File: src/rtl/tiny_fpga_cfg_ctrl.sv
// Configuration controller for a ROWS x COLS tile grid: loads the bitstream from an
// AXI-stream slave into the tile config shift chain and gates fabric run enable.
module tiny_fpga_cfg_ctrl #(
   parameter int ROWS                 = 2,
   parameter int COLS                 = 2,
   parameter int TILE_CFG_BITS        = 20,
   parameter int BITSTREAM_DATA_WIDTH = 1,
   parameter int TIMEOUT_CYCLES       = 1024
) (
   input  logic                            clk,
   input  logic                            rst_n,
   input  logic                            cfg_i,
   input  logic                            cfg_bitstream_tvalid_i,
   output logic                            cfg_bitstream_tready_o,
   input  logic [BITSTREAM_DATA_WIDTH-1:0] cfg_bitstream_tdata_i,
   input  logic                            cfg_bitstream_tlast_i,
   output logic                            cfg_ready_o,
   output logic                            cfg_error_o,
   output logic                            chain_shift_o,
   output logic [BITSTREAM_DATA_WIDTH-1:0] chain_data_o,
   input  logic                            run_i,
   output logic                            run_en_o
);

   localparam int TOTAL_BITS  = ROWS * COLS * TILE_CFG_BITS;
   localparam int TOTAL_BEATS = TOTAL_BITS / BITSTREAM_DATA_WIDTH;
   localparam int CNT_W       = $clog2(TOTAL_BEATS + 1);
   localparam int IDLE_W      = (TIMEOUT_CYCLES > 0) ? $clog2(TIMEOUT_CYCLES + 1) : 1;
   localparam logic [CNT_W-1:0]  LAST_BEAT = CNT_W'(TOTAL_BEATS - 1);
   localparam logic [IDLE_W-1:0] IDLE_MAX  = IDLE_W'(TIMEOUT_CYCLES);

   generate
      if (TOTAL_BITS % BITSTREAM_DATA_WIDTH != 0) begin : g_width_check
         $error("grid config bits must be a multiple of BITSTREAM_DATA_WIDTH");
      end
   endgenerate

   typedef enum logic [1:0] {IDLE, LOAD, READY, ERROR} state_e;

   state_e                    state_q, state_d;
   logic [CNT_W-1:0]          beat_cnt_q, beat_cnt_d;
   logic [IDLE_W-1:0]         idle_cnt_q, idle_cnt_d;
   logic                      cfg_ready_q, cfg_ready_d;
   logic                      cfg_error_q, cfg_error_d;
   logic                      chain_shift_q, chain_shift_d;
   logic [BITSTREAM_DATA_WIDTH-1:0] chain_data_q, chain_data_d;
   logic                      run_en_q, run_en_d;
   logic                      tready;
   logic                      accept;

   // A restart request in the same cycle as a beat wins, so that beat is left stalled.
   assign tready = (state_q == LOAD) && !cfg_i;
   assign accept = cfg_bitstream_tvalid_i && tready;

   always_comb begin
      state_d       = state_q;
      beat_cnt_d    = beat_cnt_q;
      idle_cnt_d    = idle_cnt_q;
      cfg_ready_d   = cfg_ready_q;
      cfg_error_d   = cfg_error_q;
      chain_shift_d = 1'b0;
      chain_data_d  = chain_data_q;
      run_en_d      = run_i && cfg_ready_q && !cfg_i;

      if (cfg_i) begin
         state_d     = LOAD;
         beat_cnt_d  = '0;
         idle_cnt_d  = '0;
         cfg_ready_d = 1'b0;
         cfg_error_d = 1'b0;
      end else if (state_q == LOAD) begin
         if (accept) begin
            chain_shift_d = 1'b1;
            chain_data_d  = cfg_bitstream_tdata_i;
            beat_cnt_d    = beat_cnt_q + 1'b1;
            idle_cnt_d    = '0;
            if (beat_cnt_q == LAST_BEAT) begin
               if (cfg_bitstream_tlast_i) begin
                  state_d     = READY;
                  cfg_ready_d = 1'b1;
               end else begin
                  state_d     = ERROR;
                  cfg_error_d = 1'b1;
               end
            end else if (cfg_bitstream_tlast_i) begin
               state_d     = ERROR;
               cfg_error_d = 1'b1;
            end
         end else begin
            if (idle_cnt_q != IDLE_MAX) begin
               idle_cnt_d = idle_cnt_q + 1'b1;
            end
            // Watchdog fires on the cycle the idle count reaches its limit.
            if ((TIMEOUT_CYCLES != 0) && (idle_cnt_d == IDLE_MAX)) begin
               state_d     = ERROR;
               cfg_error_d = 1'b1;
            end
         end
      end
   end

   always_ff @(posedge clk or negedge rst_n) begin
      if (!rst_n) begin
         state_q       <= IDLE;
         beat_cnt_q    <= '0;
         idle_cnt_q    <= '0;
         cfg_ready_q   <= 1'b0;
         cfg_error_q   <= 1'b0;
         chain_shift_q <= 1'b0;
         chain_data_q  <= '0;
         run_en_q      <= 1'b0;
      end else begin
         state_q       <= state_d;
         beat_cnt_q    <= beat_cnt_d;
         idle_cnt_q    <= idle_cnt_d;
         cfg_ready_q   <= cfg_ready_d;
         cfg_error_q   <= cfg_error_d;
         chain_shift_q <= chain_shift_d;
         chain_data_q  <= chain_data_d;
         run_en_q      <= run_en_d;
      end
   end

   assign cfg_bitstream_tready_o = tready;
   assign cfg_ready_o            = cfg_ready_q;
   assign cfg_error_o            = cfg_error_q;
   assign chain_shift_o          = chain_shift_q;
   assign chain_data_o           = chain_data_q;
   assign run_en_o               = run_en_q;

endmodule

File: config.mk
export PLATFORM = sky130hd
export DESIGN_NAME = tiny_fpga_cfg_ctrl
export DESIGN_NICKNAME = d
export VERILOG_FILES = /design/src/rtl/tiny_fpga_cfg_ctrl.sv
export SDC_FILE = /design/constraint.sdc
export NUM_CORES = 1
export LEC_CHECK = 0
export BUFFER_PORTS_ARGS = -buffer_cell sky130_fd_sc_hd__clkbuf_2
export CAP_MARGIN = 15
export CORE_UTILIZATION = 40
export CTS_BUF_LIST = sky130_fd_sc_hd__clkbuf_4
export DETAILED_ROUTE_END_ITERATION = 6
export GPL_TIMING_DRIVEN = 0
export PLACE_DENSITY = 0.67
export SYNTH_ARGS = -nofsm -noshare
export SYNTH_HDL_FRONTEND = slang
export SYNTH_SLANG_ARGS = --single-unit
File: constraint.sdc
create_clock -name clk -period 5.2 [get_ports clk]
set_clock_uncertainty 0.2 [all_clocks]
set_input_delay 1.04 -clock clk [delete_from_list [all_inputs] [get_ports clk]]
set_output_delay 1.04 -clock clk [all_outputs]
set_load 0.01 [all_outputs]
==> results of run 1 <==
-- cells by family (layout without fill, tap and decap cells) --
logic type	count (synthesis)	in the layout	synth area share
buf+inv	13	28	0.0442
flops	25	25	0.433
simple gates	67	67	0.264
mux	3	3	0.0234
fa+ha+maj	3	3	0.0260
compound gates	38	38	0.160
xor+xnor	8	8	0.0485
-- placed cells by master (no fill, tap or decap), drive strengths merged, types with 3 or more instances in the layout --
master / synthesis / final
a21oi: 3 / 3
nor2: 19 / 19
o21ai: 19 / 19
dfrtp: 25 / 25
nand2: 9 / 9
nand4: 5 / 5
xnor2: 5 / 5
xor2: 3 / 3
or3: 3 / 3
nor2b: 4 / 4
a31oi: 4 / 4
inv: 7 / 7
buf: 3 / 3
nor3: 4 / 4
nand3: 4 / 4
and3: 7 / 7
clkbuf: 3 / 17
mux2: 3 / 3
ha: 3 / 3
-- worst max path at each step --
stage                     cells past startpoint  startpoint  slack (ps)                     end
after CTS                                     4       cfg_i        2020  cfg_bitstream_tready_o
after floorplan                               3       cfg_i        2300  cfg_bitstream_tready_o
final                                         4       cfg_i        2050  cfg_bitstream_tready_o
after detailed placement                      4       cfg_i        2020  cfg_bitstream_tready_o
after global routing                          4       cfg_i        1890  cfg_bitstream_tready_o
after global placement                        4       cfg_i        2040  cfg_bitstream_tready_o
-- layer usage --
metal,global-route usage,vias up
li1,-,596
met1,0.252,578
met2,0.258,16
met3,0.0248,5
met4,0.0794,0
met5,0,-
-- synth_stat cells, drive strengths merged (2+ instances only) --
library cell and count:
dfrtp 25, nor2 19, o21ai 19, nand2 9, and3 7, inv 7, nand4 5, xnor2 5
a31oi 4, nand3 4, nor2b 4, nor3 4, a21oi 3, buf 3, clkbuf 3, ha 3
mux2 3, or3 3, xor2 3, a211oi 2, and2b 2, or4 2
-- state kept, by name, summed over array words and instances, names as in the netlist --
signal	cells
chain_shift_o	1
cfg_ready_o	1
beat_cnt_q	7
chain_data_o	1
cfg_error_o	1
idle_cnt_q	11
run_en_o	1
state_q	2
-- layout make-up --
| type | instances | area share |
|---|---|---|
| plain buffers | 6 | 0.0237 |
| clock buffers | 3 | 0.0142 |
| clock inverters | 1 | 0.00473 |
| inverters | 7 | 0.0166 |
| multi-input cells | 119 | 0.476 |
| flip-flops and latches | 25 | 0.394 |
| well taps | 46 | 0.0363 |
| repair buffers | 11 | 0.0347 |
-- metrics by stage --
| step | hold slack, ps | instances | power, W | worst slack [ps] | cell area [sq um] |
|---|---|---|---|---|---|
| after floorplan | 267 | 157 | 0.000234 | 2300 | 1440 |
| after detailed placement | 297 | 214 | 0.000252 | 2020 | 1560 |
| after global placement | 289 | 214 | 0.000250 | 2040 | 1560 |
| final | 326 | 218 | 0.000342 | 2050 | 1590 |
| after CTS | 327 | 218 | 0.000345 | 2020 | 1590 |
| after global routing | 348 | 218 | 0.000360 | 1890 | 1590 |
-- worst register-to-register path: stages, from the launching register on --
cell,delay [ps]
dfrtp_1,470
ha_1,300
nand4_1,220
or3_1,400
a211oi_1,310
o2111ai_1,150
o21ai_1,170
-- power by group --
part	switching, W	internal, W
clock network	0.0000644	0.0000295
registers	0.00000514	0.000200
logic	0.0000263	0.0000161
total	0.0000959	0.000246
==> reports/results.ini, run 1 <==
[outcome]
outcome = finished, final reports clean

[synthesis]
ys_warn_count = 0
synth_edf_count = 0
synth_cells = 157
synth-seq-cells = 25
synth_cell_types = 46
synth_area_leader_cell = dfrtp_1
async_flop_share = 1.00
synth_area_sq_um = 1440
synth_fp_nets = 167
ys_top_cells_by_area = dfrtp_1 (43%), o21ai_0 (5.9%), nor2_1 (4.9%)
synth_flop_cell = dfrtp_1
avgSynthCellArea_sq_um = 9.20
synth_top_area_share = 0.433
synth-seq-area-share = 0.433

[placement]
hpwl_microns = 2150
portBuffers = 11
routabilityCongestion = 0.870

[sta]
tns_ps = 0
slew_headroom = 0.401
worst_pin_slew_ps = 886
rsz0062_at_grt = false
finalMaxSlewViolations = 0
setup_viol = 0
fmax_ghz = 0.317
hold_viol_final = 0
timing.final.crit_share = 0.607
min_period_ps = 3150

[worst_setup_path]
crit_path_end_kind = output port
max_stage_delay_ps = 390
path_delay_family = buffers and inverters
critical-path-slowest-cell = clkbuf_1
cp-start-kind = primary input
crit_required_ps = 3960
crit_arrival_ps = 1910
crit_buf_inv = 3
cp_cell_sequence = clkbuf_1 > clkbuf_1 > nor2_1 > clkbuf_2
r2r-start = idle_cnt_q[1]$_DFFE_PN0P_
worst-r2r-cell-count = 6
crit_type = primary input to output port
r2r_end = cfg_error_o$_DFFE_PN0P_
critical_path.most_common_cell = clkbuf_1
r2r_slack_ps = 2920
worst-path-max-fanout = 10

[floorplanning]
start_util = 0.426
fp.dieH_microns = 62.1
die_area_sq_um = 3850
die_w_microns = 62.1
ioPinCount = 13
num_rows = 21
coreArea_sq_um = 3390

[final_layout]
seq_area_sq_um = 626
synthToLayoutAreaGrowth_pct = 9.88
final_core_util = 0.468
antenna_cells = 0
multi_input_area_sq_um = 754
drive_above_1_share = 0.169
n_fill_cell = 335
fin_nets = 183

[routing]
wl_met3_microns = 71
initialDrtViolationCount = 41
vias = 1195
wl_met2_microns = 1350
top_layer_used = met4
finalWirelength_microns = 2960
vias_per_cell = 5.48
met1_length_microns = 1490
ant_nets = 0
drc = 0
first_pass_iters = 4
wl_per_cell_microns = 13.6

[clocking]
cts_buffer_depth = 2
cts_htree_levels = 1
cts_resized = 0
tritoncts = built
cts_made_buffers = 3
hold_buffers = 0
cts_root_buffer = clkbuf_4
cts_setup_buffers = 0
clkTransAtPathRegs_ps = 150
clock-sinks = 25
clock_latency_ps = 340

[job]
max_cap_viol_count = 0

[global_route]
track_usage = 0.175
grt_overflow_total = 0
grt_pass1_wl_microns = 4880
grt_pass1_vias = 1045
grt_max_degree = 26
antenna_found_initial = 0

[hold_path]
hp-class = flip-flop to flip-flop
hp-start = chain_data_o$_DFFE_PN0P_
worst_hold_path.endpoint = chain_data_o$_DFFE_PN0P_
min_delay_path_depth = 1

[pwr]
powerDensity_nw_per_um2 = 216
ir_worst_vdd_v = 0.0000955
leakagePower_nw = 0.696

Note: power is estimated with default switching activity, not from simulation.
==> inputs of run 2 (changes only) <==
Settings changed: PLACE_DENSITY 0.67 to 0.7.
Clock period 5.2 ns to 2.8 ns, I/O delays scaled along.
==> run 2 against run 1 <==
Effect of this change: clock-buffer cell count unchanged; clock power increased by 84%; critical path type is now flip-flop to flip-flop; sequential power increased by 85%; highest routed layer unchanged.
==> reports/results.ini, run 2 (synthesis results as in run 1) <==
[outcome]
outcome = finished, final reports clean

[job]
max_cap_viol_count = 0

[worst_setup_path]
r2r_slack_ps = 520
cp-start-kind = flip-flop
worst-r2r-cell-count = 4
critPathLaunch = state_q[1]$_DFFE_PN0P_
crit_arrival_ps = 2310
crit_type = flip-flop to flip-flop
crit_path_end_kind = flip-flop
r2r_end = cfg_error_o$_DFFE_PN0P_
worst-path-max-fanout = 5
r2r-start = state_q[1]$_DFFE_PN0P_
crit_required_ps = 2830

[clocking]
hold_buffers = 0
clkTransAtPathRegs_ps = 150
cts_htree_levels = 1
cts_setup_buffers = 0
cts_made_buffers = 3
tritoncts = built
cts_root_buffer = clkbuf_4
clock_latency_ps = 330
cts_buffer_depth = 2
cts_resized = 0
clock-sinks = 25

[final_layout]
seq_area_sq_um = 626
biggestRegsByFlops = idle_cnt_q: 11 flops, beat_cnt_q: 7 flops, state_q: 2 flops
final_cell_mix = dfrtp_1 (25), nor2_1 (19), o21ai_0 (17), clkbuf_2 (11), nand2_1 (9)
multi_input_area_sq_um = 754
finalNonFillerCells = 218
synthToLayoutAreaGrowth_pct = 9.88
fin_nets = 183
n_fill_cell = 332
drive_above_1_share = 0.169
regMostFlops = idle_cnt_q
largest_reg_flops = 11
antenna_cells = 0
layout_commonest_cell = dfrtp_1

[pwr]
powerDensity_nw_per_um2 = 399
power.total_w = 0.000633
leakagePower_nw = 0.696
ir_worst_vdd_v = 0.000149

[global_route]
track_usage = 0.178
grt_pass1_wl_microns = 5050
antenna_found_initial = 0
grt_pass1_vias = 1153
grt_overflow_total = 0
grt_max_degree = 26

[floorplanning]
num_rows = 21
start_util = 0.426
coreArea_sq_um = 3390
fp.dieH_microns = 62.1
ioPinCount = 13
die_w_microns = 62.1
die_area_sq_um = 3850

[placement]
portBuffers = 11
routabilityCongestion = 0.841
hpwl_microns = 2200
dp.cells = 214
dp_worst_setup_slack_ps = 232

[sta]
rsz0062_at_grt = false
setup_viol = 0
worst_pin_slew_ps = 848
timing.final.crit_share = 0.815
finalMaxSlewViolations = 0
fmax_ghz = 0.438
tns_ps = 0
finalWorstSetupSlack_ps = 518
min_period_ps = 2280
slew_headroom = 0.427
hold_viol_final = 0

[routing]
first_pass_iters = 4
vias_per_cell = 5.61
initialDrtViolationCount = 38
finalWirelength_microns = 3000
vias = 1223
ant_nets = 0
drc = 0
wl_per_cell_microns = 13.7

[hold_path]
hp-class = primary input to asynchronous set/reset pin

[run 2: cell counts in the layout (fill, tap and decap cells not counted)]
Identical to the previous run, type by type.
[run 2: stage by stage]
step           instance area [sq um]  hold slack [ps]  utilization
4_1_cts                         1590             39.3        0.468
3_5_place_dp                    1560              315        0.459
2_1_floorplan                   1440             64.4            -
3_3_place_gp                    1560              292        0.459
5_1_grt                         1590             59.2        0.468
6_report                        1590             8.93        0.468
[run 2: area by class of cell]
class                   instances  area share
clock inverters                 1     0.00473
flip-flops and latches         25       0.394
clock buffers                   3      0.0142
repair buffers                 11      0.0347
well taps                      46      0.0363
multi-input cells             119       0.476
inverters                       7      0.0166
plain buffers                   6      0.0237
[run 2: power by group]
part | internal (W) | switching (W)
Clock | 0.0000547 | 0.000118
Combinational | 0.0000298 | 0.0000482
Sequential | 0.000372 | 0.00000942
Total | 0.000457 | 0.000176
[run 2: layer usage]
| metal | wire length [microns] | up-vias | global-route usage | part of all wire |
|---|---|---|---|---|
| li1 | - | 598 | - | - |
| met5 | 0 | - | 0 | 0 |
| met4 | 41 | 0 | 0.0540 | 0.014 |
| met1 | 1390 | 591 | 0.239 | 0.46 |
| met3 | 88 | 7 | 0.0248 | 0.029 |
| met2 | 1480 | 27 | 0.296 | 0.49 |
[run 2: worst max-delay path by stage]
stage               slack, ps                 endpoint
detailed placement        230  cfg_error_o$_DFFE_PN0P_
global route              320  cfg_error_o$_DFFE_PN0P_
finish                    520  cfg_error_o$_DFFE_PN0P_
floorplan                 720  cfg_error_o$_DFFE_PN0P_
CTS                       510   state_q[1]$_DFFE_PN0P_
global placement          290  cfg_error_o$_DFFE_PN0P_
[run 2: worst max-delay path, stage by stage, from the launching register on]
cell and delay (ps):
dfrtp_1 450, nor4bb_1 750, nand4_1 370, a41oi_1 320, o21ai_1 90
